===== src/rtl/i2c_config_sequencer.sv =====
// Walks the WM8731 register table and hands each {device addr, reg word} to I2C_Control.
// Optional per-entry retry is enabled by defining I2C_CFG_RETRY_EN.
module i2c_config_sequencer #(
  parameter logic [7:0] DEV_ADDR       = 8'h34,
  parameter int         NUM_REGS       = 11,
  parameter int         INIT_WAIT      = 40,
  parameter int         GAP_CYCLES     = 4,
  parameter int         TIMEOUT_CYCLES = 64,
  parameter int         MAX_RETRY      = 3
) (
  input  logic        CLOCK,
  input  logic        RESET,
  input  logic        TX_DONE,
  input  logic        ACK,
  input  logic        RESTART,
  output logic [23:0] DATA_REG,
  output logic        START_TX,
  output logic [3:0]  REG_INDEX,
  output logic        CONFIG_DONE,
  output logic        CONFIG_ERROR
);

  typedef enum logic [2:0] {
    ST_POWERUP,
    ST_LOAD,
    ST_START,
    ST_WAIT_DONE,
    ST_CHECK,
    ST_GAP,
    ST_DONE,
    ST_ERROR
  } state_t;

  localparam logic [3:0]  LAST_INDEX   = 4'(NUM_REGS - 1);
  localparam logic [15:0] INIT_LAST    = 16'(INIT_WAIT - 1);
  localparam logic [15:0] GAP_LAST     = 16'(GAP_CYCLES - 1);
  localparam logic [15:0] TIMEOUT_LAST = 16'(TIMEOUT_CYCLES - 1);

  if (NUM_REGS < 1 || NUM_REGS > 16) begin : g_bad_num_regs
    $error("NUM_REGS must be 1..16");
  end
  if (INIT_WAIT < 34) begin : g_bad_init_wait
    $error("INIT_WAIT must cover a full frame (>=34)");
  end
  if (GAP_CYCLES < 2) begin : g_bad_gap
    $error("GAP_CYCLES must be >=2");
  end
  if (TIMEOUT_CYCLES < 1 || MAX_RETRY < 0 || MAX_RETRY > 15) begin : g_bad_limits
    $error("TIMEOUT_CYCLES must be >=1 and MAX_RETRY 0..15");
  end

  // Codec register writes, {7-bit register, 9-bit data}; entry 0 resets the codec.
  function automatic logic [15:0] table_entry(input logic [3:0] idx);
    case (idx)
      4'd0:    table_entry = 16'h1E00;
      4'd1:    table_entry = 16'h0017;
      4'd2:    table_entry = 16'h0217;
      4'd3:    table_entry = 16'h0479;
      4'd4:    table_entry = 16'h0679;
      4'd5:    table_entry = 16'h0812;
      4'd6:    table_entry = 16'h0A06;
      4'd7:    table_entry = 16'h0C00;
      4'd8:    table_entry = 16'h0E01;
      4'd9:    table_entry = 16'h1002;
      4'd10:   table_entry = 16'h1201;
      default: table_entry = 16'h0000;
    endcase
  endfunction

  state_t      state;
  logic [15:0] wait_cnt;
  logic [15:0] timeout_cnt;
  logic        ack_ok;
  logic        advance;
`ifdef I2C_CFG_RETRY_EN
  localparam logic [3:0] RETRY_LAST = 4'(MAX_RETRY);
  logic [3:0]  retry_cnt;
`endif

  // GAP is shared by three paths; 'advance' says whether leaving it moves to the next entry
  // (after a pass) or reloads the current one (after a retry or a RESTART).
  always_ff @(posedge CLOCK) begin
    if (RESET) begin
      state        <= ST_POWERUP;
      DATA_REG     <= 24'h0;
      START_TX     <= 1'b0;
      REG_INDEX    <= 4'd0;
      CONFIG_DONE  <= 1'b0;
      CONFIG_ERROR <= 1'b0;
      wait_cnt     <= 16'd0;
      timeout_cnt  <= 16'd0;
      ack_ok       <= 1'b0;
      advance      <= 1'b0;
`ifdef I2C_CFG_RETRY_EN
      retry_cnt    <= 4'd0;
`endif
    end else begin
      START_TX <= 1'b0;
      case (state)
        ST_POWERUP: begin
          if (wait_cnt == INIT_LAST) begin
            wait_cnt <= 16'd0;
            state    <= ST_LOAD;
          end else begin
            wait_cnt <= wait_cnt + 16'd1;
          end
        end
        ST_LOAD: begin
          DATA_REG <= {DEV_ADDR, table_entry(REG_INDEX)};
          START_TX <= 1'b1;
          state    <= ST_START;
        end
        ST_START: begin
          timeout_cnt <= 16'd0;
          state       <= ST_WAIT_DONE;
        end
        ST_WAIT_DONE: begin
          if (TX_DONE) begin
            ack_ok <= ACK;
            state  <= ST_CHECK;
          end else if (timeout_cnt == TIMEOUT_LAST) begin
            ack_ok <= 1'b0;
            state  <= ST_CHECK;
          end else begin
            timeout_cnt <= timeout_cnt + 16'd1;
          end
        end
        ST_CHECK: begin
          if (ack_ok) begin
            advance  <= 1'b1;
            wait_cnt <= 16'd0;
            state    <= ST_GAP;
`ifdef I2C_CFG_RETRY_EN
            retry_cnt <= 4'd0;
`endif
          end else begin
`ifdef I2C_CFG_RETRY_EN
            if (retry_cnt == RETRY_LAST) begin
              CONFIG_ERROR <= 1'b1;
              state        <= ST_ERROR;
            end else begin
              retry_cnt <= retry_cnt + 4'd1;
              advance   <= 1'b0;
              wait_cnt  <= 16'd0;
              state     <= ST_GAP;
            end
`else
            CONFIG_ERROR <= 1'b1;
            state        <= ST_ERROR;
`endif
          end
        end
        ST_GAP: begin
          if (wait_cnt == GAP_LAST) begin
            wait_cnt <= 16'd0;
            if (!advance) begin
              state <= ST_LOAD;
            end else if (REG_INDEX == LAST_INDEX) begin
              CONFIG_DONE <= 1'b1;
              state       <= ST_DONE;
            end else begin
              REG_INDEX <= REG_INDEX + 4'd1;
              state     <= ST_LOAD;
            end
          end else begin
            wait_cnt <= wait_cnt + 16'd1;
          end
        end
        ST_DONE, ST_ERROR: begin
          if (RESTART) begin
            CONFIG_DONE  <= 1'b0;
            CONFIG_ERROR <= 1'b0;
            REG_INDEX    <= 4'd0;
            advance      <= 1'b0;
            wait_cnt     <= 16'd0;
            state        <= ST_GAP;
`ifdef I2C_CFG_RETRY_EN
            retry_cnt    <= 4'd0;
`endif
          end
        end
        default: state <= ST_POWERUP;
      endcase
    end
  end

endmodule


===== config.mk =====
export PLATFORM = sky130hd
export DESIGN_NAME = i2c_config_sequencer
export DESIGN_NICKNAME = d
export VERILOG_FILES = /design/src/rtl/i2c_config_sequencer.sv
export SDC_FILE = /design/constraint.sdc
export NUM_CORES = 1
export LEC_CHECK = 0
export CORE_MARGIN = 1
export CORE_UTILIZATION = 45
export CTS_CLUSTER_DIAMETER = 150
export CTS_CLUSTER_SIZE = 30
export DETAILED_ROUTE_END_ITERATION = 10
export PLACE_DENSITY_LB_ADDON = 0.12
export SYNTH_ARGS = -nofsm -noshare
export SYNTH_HDL_FRONTEND = slang
export SYNTH_SLANG_ARGS = --single-unit

===== constraint.sdc =====
create_clock -name CLOCK -period 4.2 [get_ports CLOCK]
set_clock_uncertainty 0.2 [all_clocks]
set_input_delay 1.05 -clock CLOCK [delete_from_list [all_inputs] [get_ports CLOCK]]
set_output_delay 1.05 -clock CLOCK [all_outputs]
set_load 0.005 [all_outputs]

==> impl_results.md, run 1 <==
- Die width: 83.1 um
- Avg Inst Size Synth: 8.47 um2
- Worst rel slew slack: 40.5%
- Critical Path Fanout Max: 16
- Hold_buf cts: 0
- DRT Pass-1 Iters: 4
- Synth async-reset ratio: 0%
- Syn-to-layout area delta: 8.76%
- Worst-path clk slew: 90 ps
- DR iter-0 viols: 68
- # Post-CTS Setup Buffers: 0
- Clk Latency, worst-skew pair: 310 ps
- Power Dens Cells: 299 nW/um2
- Routability cong.: 0.762
- IO Pins: 36
- Core Box Area: 6350 um2
- WL met2: 2690 um
- Static leakage: 0.00109 uW
- Count of unique library cells instantiated by Yosys: 65
- Fin Setup TNS: 0 ps
- Global-route usage over all layers: 19.1%
- Num CTS Buffers: 5
- Clock buffer depth: 2
- Worst-Margin Slew: 891 ps
- Largest net degree at the start of global routing: 23
- Final Hold Viols: 0
- Initial antenna violation count: 0
- Tcrit/Tclk final: 70.2%
- Hold Path Class: reg2reg
- Count of pins over their slew limit: 0
- Ant diodes: 0
- Critical Path End Type: flop
- Worst Path Arrival: 2940 ps
- Global-route wire length before repair: 10700 um
- Setup slack, reg-to-reg: 1540 ps
- Share of cells above drive strength 1: 6.08%
- Final #Nets: 374
- RSZ-0062 raised after global routing: no
- Routed WL per cell: 13.9 um
- Worst IR Drop VDD: 0.137 mV
- Maxcap violations: 0
- Htree depth: 2
- Overall die area: 6900 um2
- Vias: 2439
- Final setup viols: 0
- Vias in the first global route: 2199
- Root Buffer: clkbuf_8
- Post-synth EDFFs: 0
- Synth warnings: 0
- Cells after Synth: 349
- Pwr Total: 961 uW
- Setup Crit Path Kind: in2reg
- Critical path launch point type: primary input
- Synthesized area: 2960 um2
- Top Metal Used: met4
- Fin cells: 439
- Final Critical Period: 2950 ps
- Top_reg_cell synth: dfxtp_1
- Post-synthesis sequential area ratio: 36.6%
- Met3 wire len: 215 um
- Placed Cells: 433
- CTS sink cnt: 54
- Clock tree from TritonCTS: yes
- Final Core Density: 50.6%
- Starting density of the core: 46.6%
- Post-route DRC violation count: 0
- Req. time, crit path: 4190 ps
- Cts repair resizes: 0
- Final ANT Viol Nets: 0
- Post-DP HPWL: 4270 um
- Max Freq: 0.339 GHz
- Yosys reg bits: 54
- Vias per std cell: 5.56
- Number of I/O port buffers: 25
- FP Rows: 29
- DRT Wirelength: 6100 um
- M1 wire length: 3090 um
- Total grt overflow: 0
- DIE HEIGHT: 83.1 um
- Status: completed
==> worst max-delay path, cell delays in order <==
cell and delay (ps):
clkdlybuf4s50_1 540, a21boi_0 210, nor3_1 560, a31o_2 470, nor2_1 90
==> sequential cells by signal (all words and copies together), names as in the netlist <==
name	count
ack_ok	1
state	3
timeout_cnt	16
REG_INDEX	4
advance	1
START_TX	1
CONFIG_DONE	1
wait_cnt	16
CONFIG_ERROR	1
DATA_REG	10
==> where the power goes <==
part	switching (uW)	internal [uW]
Combinational	60.8	58.0
Sequential	23.3	531
Clock	160	128
Total	245	717
==> cells by family after synthesis <==
| kind of cell | share of synthesized area (%) |
|---|---|
| compound gates | 15.9 |
| xor+xnor | 6.81 |
| fa+ha+maj | 2.54 |
| buf+inv | 8.68 |
| flops | 36.6 |
| mux | 1.02 |
| other cells | 0.127 |
| simple gates | 28.4 |
==> worst paths after layout <==
path,start,to,cells after the start
worst max-delay path,RESTART,wait_cnt[6],5
worst min-delay path,DATA_REG[12],DATA_REG[12],2
worst max register to register,state[0],DATA_REG[4],5
worst min register to register,DATA_REG[12],DATA_REG[12],2
==> final cells by class <==
class | count | area [um2]
flip-flops and latches | 54 | 1080
inverters | 12 | 45.0
multi-input cells | 264 | 1650
well taps | 77 | 96.3
repair buffers | 26 | 258
clock buffers | 6 | 82.6
fillers | 625 | 3130
==> Yosys cell counts (2+ instances only) <==
cell type	n	area share (%)
nand3b_1	3	0.76
nand4b_1	2	0.59
mux2i_1	3	1.0
xor2_1	16	4.7
a2111oi_0	2	0.59
nand3_1	16	2.7
o21ai_0	9	1.5
a311oi_1	2	0.59
a211oi_1	5	1.3
dfxtp_1	54	37
a32oi_1	2	0.59
nand2_1	16	2.0
nand4_1	9	1.9
nor4_1	5	1.1
o31ai_1	2	0.51
nor2_1	51	6.5
clkbuf_1	5	0.63
buf_2	3	0.51
o211ai_1	5	1.3
inv_1	12	1.5
nor3_1	18	3.0
nor2b_1	6	1.3
nand2b_1	7	1.5
and3_1	5	1.1
clkbuf_8	3	1.4
buf_4	14	3.6
xnor2_1	7	2.1
and4_1	2	0.59
or3_1	4	0.85
buf_6	2	0.76
a21oi_1	17	2.9
a31oi_1	4	0.85
ha_1	6	2.5
==> cells in the final DEF, fill, tap and decap left out, types with 2 or more instances in the layout <==
cell / n
clkbuf_8: 6
xor2_1: 16
conb_1: 10
nand4_1: 9
a32oi_1: 2
nand2b_1: 7
nand3_1: 16
clkdlybuf4s50_1: 25
nor3_1: 18
nor2b_1: 6
a21oi_1: 17
nand3b_1: 3
ha_1: 6
a211oi_1: 5
and3_1: 5
nor2_1: 51
inv_1: 12
o21ai_0: 9
o31ai_1: 2
and4_1: 2
o211ai_1: 5
a31oi_1: 4
dfxtp_1: 54
nand4b_1: 2
or3_1: 4
a311oi_1: 2
nand2_1: 16
xnor2_1: 7
mux2i_1: 3
a2111oi_0: 2
nor4_1: 5
==> layer usage <==
metal,track usage (%),vias to the layer above
met1,27.9,1127
met3,2.98,6
met4,7.52,0
li1,-,1258
met2,27.9,48
met5,0,-
==> metrics by stage <==
| step | area [um2] | worst slack (ps) | hold slack [ps] |
|---|---|---|---|
| 2_1_floorplan | 2990 | 1670 | 266 |
| 3_3_place_gp | 3130 | 955 | 273 |
| 3_5_place_dp | 3130 | 913 | 278 |
| 4_1_cts | 3220 | 1250 | 299 |
| 5_1_grt | 3220 | 1030 | 328 |
| 6_report | 3220 | 1250 | 291 |
(Power assumes the default switching activity.)
==> inputs of run 2 (changes only) <==
Clock period 4.2 ns to 3.1 ns, I/O delays scaled along.
==> run 2 against run 1 <==
  * Design area grew 1.2%
  * Clock power is 30% higher
  * Critical endpoint is now REG_INDEX[3]
  * Hold slack improved by 11 ps
==> impl_results.md, run 2 (synthesized netlist as in run 1, its figures left out) <==
- Hold Path Class: reg2reg
- Post-route DRC violation count: 0 (unchanged)
- Status: completed
- Routed WL per cell: 13.9 um (about the same)
- RR Startpoint: REG_INDEX[0]
- Placed Cells: 439 (+1.4%)
- Most frequent cells in the layout: 54 x dfxtp_1, 51 x nor2_1, 25 x clkdlybuf4s50_1
- Core Box Area: 6350 um2 (unchanged)
- Final Critical Period: 2520 ps
- Vias per std cell: 5.51 (-0.80%)
- Final ANT Viol Nets: 0 (unchanged)
- RSZ-0062 raised after global routing: no
- Routability cong.: 0.805 (+5.7%)
- Clock tree from TritonCTS: yes
- Worst-Margin Slew: 939 ps (+48.2 ps)
- Setup slack, reg-to-reg: 780 ps (-760 ps)
- Overall die area: 6900 um2 (unchanged)
- Slowest CP cell: dfxtp_1
- Tcrit/Tclk final: 81.2%
- Max Freq: 0.397 GHz
- Share of total power in combinational logic: 14.0% (+1.6 points)
- Setup Crit Path Kind: reg2out
- Hold_buf cts: 0 (unchanged)
- Most common cell after layout, fill and taps aside: dfxtp_1
- Footprint of the multi-input gates: 1650 um2 (unchanged)
- Worst Path Arrival: 1540 ps (-1400 ps)
- Critical Path Fanout Max: 14 (-2)
- Power Dens Cells: 397 nW/um2 (+33%)
- Global-route usage over all layers: 19.2% (+0.13 points)
- Req. time, crit path: 2120 ps (-2070 ps)
- Worst hold path depth: 2 (unchanged)
- Worst IR Drop VDD: 0.239 mV (+74%)
- DR iter-0 viols: 67 (-1.5%)
- Global-route wire length before repair: 10900 um (+1.3%)
- DIE HEIGHT: 83.1 um (unchanged)
- Count of pins over their slew limit: 0 (unchanged)
- Cts repair resizes: 0 (unchanged)
- Fill count: 651 (+4.2%)
- Sw Ratio: 25.5% (+0.045 points)
- Initial antenna violation count: 0 (unchanged)
- Fin Setup TNS: 0 ps (unchanged)
- Num CTS Buffers: 5 (unchanged)
- CTS sink cnt: 54 (unchanged)
- FP Rows: 29 (unchanged)
- Registers with the most flip-flops: timeout_cnt: 16 flops, wait_cnt: 16 flops, DATA_REG: 10 flops
- Ant diodes: 0 (unchanged)
- Max stage delay on crit path: 640 ps (+80 ps)
- Crit path max-delay family: flip-flops
- Reg area: 1080 um2 (unchanged)
- Syn-to-layout area delta: 10.1%
- Worst-path clk slew: 90 ps (about the same)
- Maxcap violations: 0 (unchanged)
- Root Buffer: clkbuf_8
- Vias in the first global route: 2346 (+6.7%)
- Clock buffer depth: 2 (unchanged)
- Hold_sp: DATA_REG[10]
- CP bufs+invs: 1 (unchanged)
- Critical path launch point type: flop
- Largest net degree at the start of global routing: 22 (-4.3%)
- Post-DP HPWL: 4500 um (+5.3%)
- RR Endpoint: REG_INDEX[2]
- # Post-CTS Setup Buffers: 0 (unchanged)
- Share of cells above drive strength 1: 7.32% (+1.2 points)
- Final setup viols: 0 (unchanged)
- Worst-case reg-to-reg path depth: 7 (+2)
- Final #Nets: 380 (+1.6%)
- Number of I/O port buffers: 25 (unchanged)
- Worst rel slew slack: 37.3% (-3.2 points)
- Clk pwr share: 28.8% (-1.2 points)
- Critical-path cell list: clkdlybuf4s50_1
- Sequential power share: 57.1% (-0.6 points)
- DRT Wirelength: 6200 um (+1.6%)
- Htree depth: 2 (unchanged)
- Internal power: 962 uW (+34%)
- Clk Latency, worst-skew pair: 310 ps (about the same)
- Total grt overflow: 0 (unchanged)
- Static leakage: 0.00111 uW (+2.3%)
- Critical Path End Type: output pin
- Die width: 83.1 um (unchanged)
- IO Pins: 36 (unchanged)
- Net switching power: 329 uW (+35%)
- Starting density of the core: 46.6% (unchanged)
- Hold Crit Endpoint: DATA_REG[10]
- Fin cells: 446 (+1.6%)
- Number of cells on the critical path: 1 (-4)
- Final Hold Viols: 0 (unchanged)
- Vias: 2458 (+0.78%)
- DRT Pass-1 Iters: 4 (unchanged)
-- run 2: changes by cell type in the layout (fill, tap and decap cells not counted), sizes merged --
cell    change
buf         +6
clkbuf      +1
-- run 2: power by group through the flow --
| stage | Combinational, uW | Clock (uW) | Sequential, uW |
|---|---|---|---|
| floorplan | 131 | 0 | 754 |
| global placement | 183 | 0 | 753 |
| detailed placement | 183 | 0 | 754 |
| CTS | 184 | 390 | 738 |
| global route | 205 | 418 | 742 |
| finish | 181 | 373 | 737 |
-- run 2: final cells by class --
type	count	area share (%)
repair buffers	32	9.30
well taps	77	2.96
flip-flops and latches	54	33.2
inverters	12	1.38
clock buffers	7	2.35
multi-input cells	264	50.8
-- run 2: metal layers --
metal  global-route usage [%]  wire length [um]
met1                     26.3              3010
met2                     30.1              2870
met3                     2.98               199
met4                     7.84               110
met5                        0                 0
-- run 2: stage by stage --
step           instance area, um2  util, %  hold WS [ps]  power, uW  setup slack [ps]
5_1_grt                      3250     51.3           332       1360               457
3_5_place_dp                 3180     50.0           276        938               286
4_1_cts                      3250     51.3           305       1310               569
6_report                     3250     51.3           302       1290               582
3_3_place_gp                 3180     50.0           272        935               339
2_1_floorplan                2990        -           266        885               846
-- run 2: tightest hold or removal path: cells and delay by family (launching register included) --
family | cells | cell delay [ps]
flops | 1 | 320
simple gates | 2 | 150
-- run 2: worst max path at each step --
stage	startpoint	endpoint
finish	REG_INDEX[3]	REG_INDEX[3]
global route	RESTART	wait_cnt[13]
CTS	REG_INDEX[3]	REG_INDEX[3]
detailed placement	TX_DONE	timeout_cnt[12]
global placement	TX_DONE	timeout_cnt[10]
floorplan	RESTART	wait_cnt[10]
==> inputs of run 3 (changes only) <==
Clock period 3.1 ns to 2.1 ns, I/O delays scaled along.
==> run 3 against run 2 <==
  * Setup slack worse by 530 ps
  * Count of clock-buffer cells in the layout increased by 1
  * Global-route usage increased by 0.28 points
  * Combinational power rose by 70%
  * Critical path type unchanged
  * Critical endpoint is now REG_INDEX[1]
  * Largest power group unchanged
==> impl_results.md, run 3 (synthesized netlist as in run 1, its figures left out) <==
- Final Critical Period: 2050 ps
- Final ANT Viol Nets: 0 (unchanged)
- Met2 usage: 31.3% (+1.2 points)
- Final setup viols: 0 (unchanged)
- Num CTS Buffers: 5 (unchanged)
- Worst-path clk slew: 100 ps (about the same)
- Setup slack, reg-to-reg: 60 ps (-720 ps)
- Clk Latency, worst-skew pair: 320 ps (about the same)
- Maxcap violations: 0 (unchanged)
- Final Core Density: 56.9% (+5.7 points)
- Worst hold path depth: 2 (unchanged)
- Post-DP HPWL: 4730 um (+5.0%)
- Clock tree from TritonCTS: yes
- Critical Path Start: REG_INDEX[1]
- Critical Path End Type: output pin
- Req. time, crit path: 1370 ps (-750 ps)
- Hold Crit Endpoint: DATA_REG[11]
- Largest net degree at the start of global routing: 18 (-18%)
- RR Endpoint: state[0]
- Routability cong.: 0.825 (+2.5%)
- DR iter-0 viols: 88 (+31%)
- Most frequent cells in the layout: 51 x dfxtp_1, 50 x nor2_1, 35 x buf_4
- Status: completed
- Setup Crit Path Kind: reg2out
- Worst Path Arrival: 1330 ps (-210 ps)
- CTS sink cnt: 54 (unchanged)
- Starting density of the core: 46.6% (unchanged)
- Static leakage: 0.00132 uW (+19%)
- Fin cells: 478 (+7.2%)
- Worst slack at placement: -419 ps (-704 ps)
- FP Rows: 29 (unchanged)
- Number of I/O port buffers: 25 (unchanged)
- Core Box Area: 6350 um2 (unchanged)
- Slowest CP cell: clkdlybuf4s50_1
- Ant diodes: 0 (unchanged)
- Vias in the first global route: 2449 (+4.4%)
- Power Dens Cells: 579 nW/um2 (+46%)
- CP bufs+invs: 2 (+1)
- Worst IR Drop VDD: 0.402 mV (+68%)
- Root Buffer: clkbuf_8
- Clock buffer depth: 2 (unchanged)
- Fill count: 596 (-8.4%)
- Worst-Margin Slew: 495 ps (-444 ps)
- Hold Path Class: reg2reg
- Post-route DRC violation count: 0 (unchanged)
- Final #Nets: 411 (+8.2%)
- IO Pins: 36 (unchanged)
- Reg area: 1080 um2 (+0.35%)
- Crit path max-delay family: buffers and inverters
- Critical path launch point type: flop
- Worst-case reg-to-reg path depth: 6 (-1)
- Max stage delay on crit path: 490 ps (-150 ps)
- Critical Path Fanout Max: 5 (-9)
- Global-route wire length before repair: 11200 um (+2.5%)
- Die width: 83.1 um (unchanged)
- GRT met1 Usage: 25.9% (-0.38 points)
- Global-route usage over all layers: 19.5% (+0.28 points)
- Syn-to-layout area delta: 22.2%
- Hold_sp: DATA_REG[11]
- Registers with the most flip-flops: timeout_cnt: 16 flops, wait_cnt: 16 flops, DATA_REG: 10 flops
- Count of pins over their slew limit: 0 (unchanged)
- Routed WL per cell: 13.9 um (-0.22%)
- Share of cells above drive strength 1: 19.5% (+12 points)
- Vias: 2593 (+5.5%)
- DIE HEIGHT: 83.1 um (unchanged)
- Overall die area: 6900 um2 (unchanged)
- Final Hold Viols: 0 (unchanged)
- Total grt overflow: 0 (unchanged)
- Most common cell after layout, fill and taps aside: dfxtp_1
- DRT Pass-1 Iters: 4 (unchanged)
- Worst rel slew slack: 66.1% (+29 points)
- Htree depth: 2 (unchanged)
- DRT Wirelength: 6630 um (+6.9%)
- Max Freq: 0.488 GHz
- Critical-path cell list: buf_4 > clkdlybuf4s50_1
- RR Startpoint: timeout_cnt[1]
- Vias per std cell: 5.42 (-1.6%)
- Tcrit/Tclk final: 97.6%
- Placed Cells: 469 (+6.8%)
- GRT met3 Usage: 3.08% (+0.099 points)
- Layer with the highest usage: met2
- Footprint of the multi-input gates: 1710 um2 (+3.5%)
- Initial antenna violation count: 0 (unchanged)
- Final critical-path setup slack: 49.6 ps (-532 ps)
==> run 3: cell count changes in the layout (fill, tap and decap cells not counted), moves of 3 or more <==
| cell | previous run | this run |
|---|---|---|
| clkbuf_8 | 5 | 8 |
| a21oi_2 | 0 | 3 |
| a21oi_1 | 17 | 14 |
| dfxtp_1 | 54 | 51 |
| dfxtp_2 | 0 | 3 |
| buf_4 | 7 | 35 |
==> run 3: layer usage <==
metal	share of wire (%)	up-vias
met2	44	49
met5	0	-
li1	-	1334
met1	50	1198
met4	1.9	0
met3	3.5	12
==> run 3: power by group <==
group	total, uW	leakage (uW)	internal (uW)	switching [uW]
Sequential	1090	0.000438	1060	30.8
Combinational	308	0.000824	159	149
Clock	692	0.0000575	334	358
==> run 3: worst max path at each step <==
stage | to | slack (ps) | cells past startpoint
after CTS | state[0] | 30 | 6
final | REG_INDEX[1] | 50 | 2
after floorplan | wait_cnt[10] | 100 | 5
after global placement | wait_cnt[13] | -390 | 6
after global routing | REG_INDEX[1] | -30 | 7
after detailed placement | wait_cnt[13] | -420 | 6
==> run 3: tightest hold or removal path: cells and delay by family, from the launching register on <==
family | cells | cell delay (ps)
simple gates | 2 | 150
flops | 1 | 330
==> run 3: through the flow <==
| step | hold WS (ps) | setup TNS [ps] | area, um2 | power [uW] |
|---|---|---|---|---|
| after floorplan | 266 | 0 | 2990 | 1310 |
| after global placement | 275 | -7520 | 3430 | 1410 |
| after detailed placement | 284 | -8320 | 3430 | 1420 |
| after CTS | 308 | 0 | 3550 | 2110 |
| after global routing | 341 | -44.6 | 3610 | 2180 |
| final | 301 | 0 | 3610 | 2090 |
==> run 3: repair_timing <==
| action | 4_1_cts | 5_1_grt |
|---|---|---|
| pin swaps | 0 | 5 |
| buffers inserted | 0 | 1 |
| hold buffers | 0 | 0 |
| endpoints found under the setup margin | 12 | 26 |
| resized for setup | 6 | 14 |
==> run 3: final cells by class <==
class | count | share of cell area (%)
clock buffer | 8 | 3.05
inverter | 12 | 1.25
multi-input combinational | 264 | 47.3
sequential | 54 | 30.0
tap | 77 | 2.67
timing repair buffer | 63 | 15.7
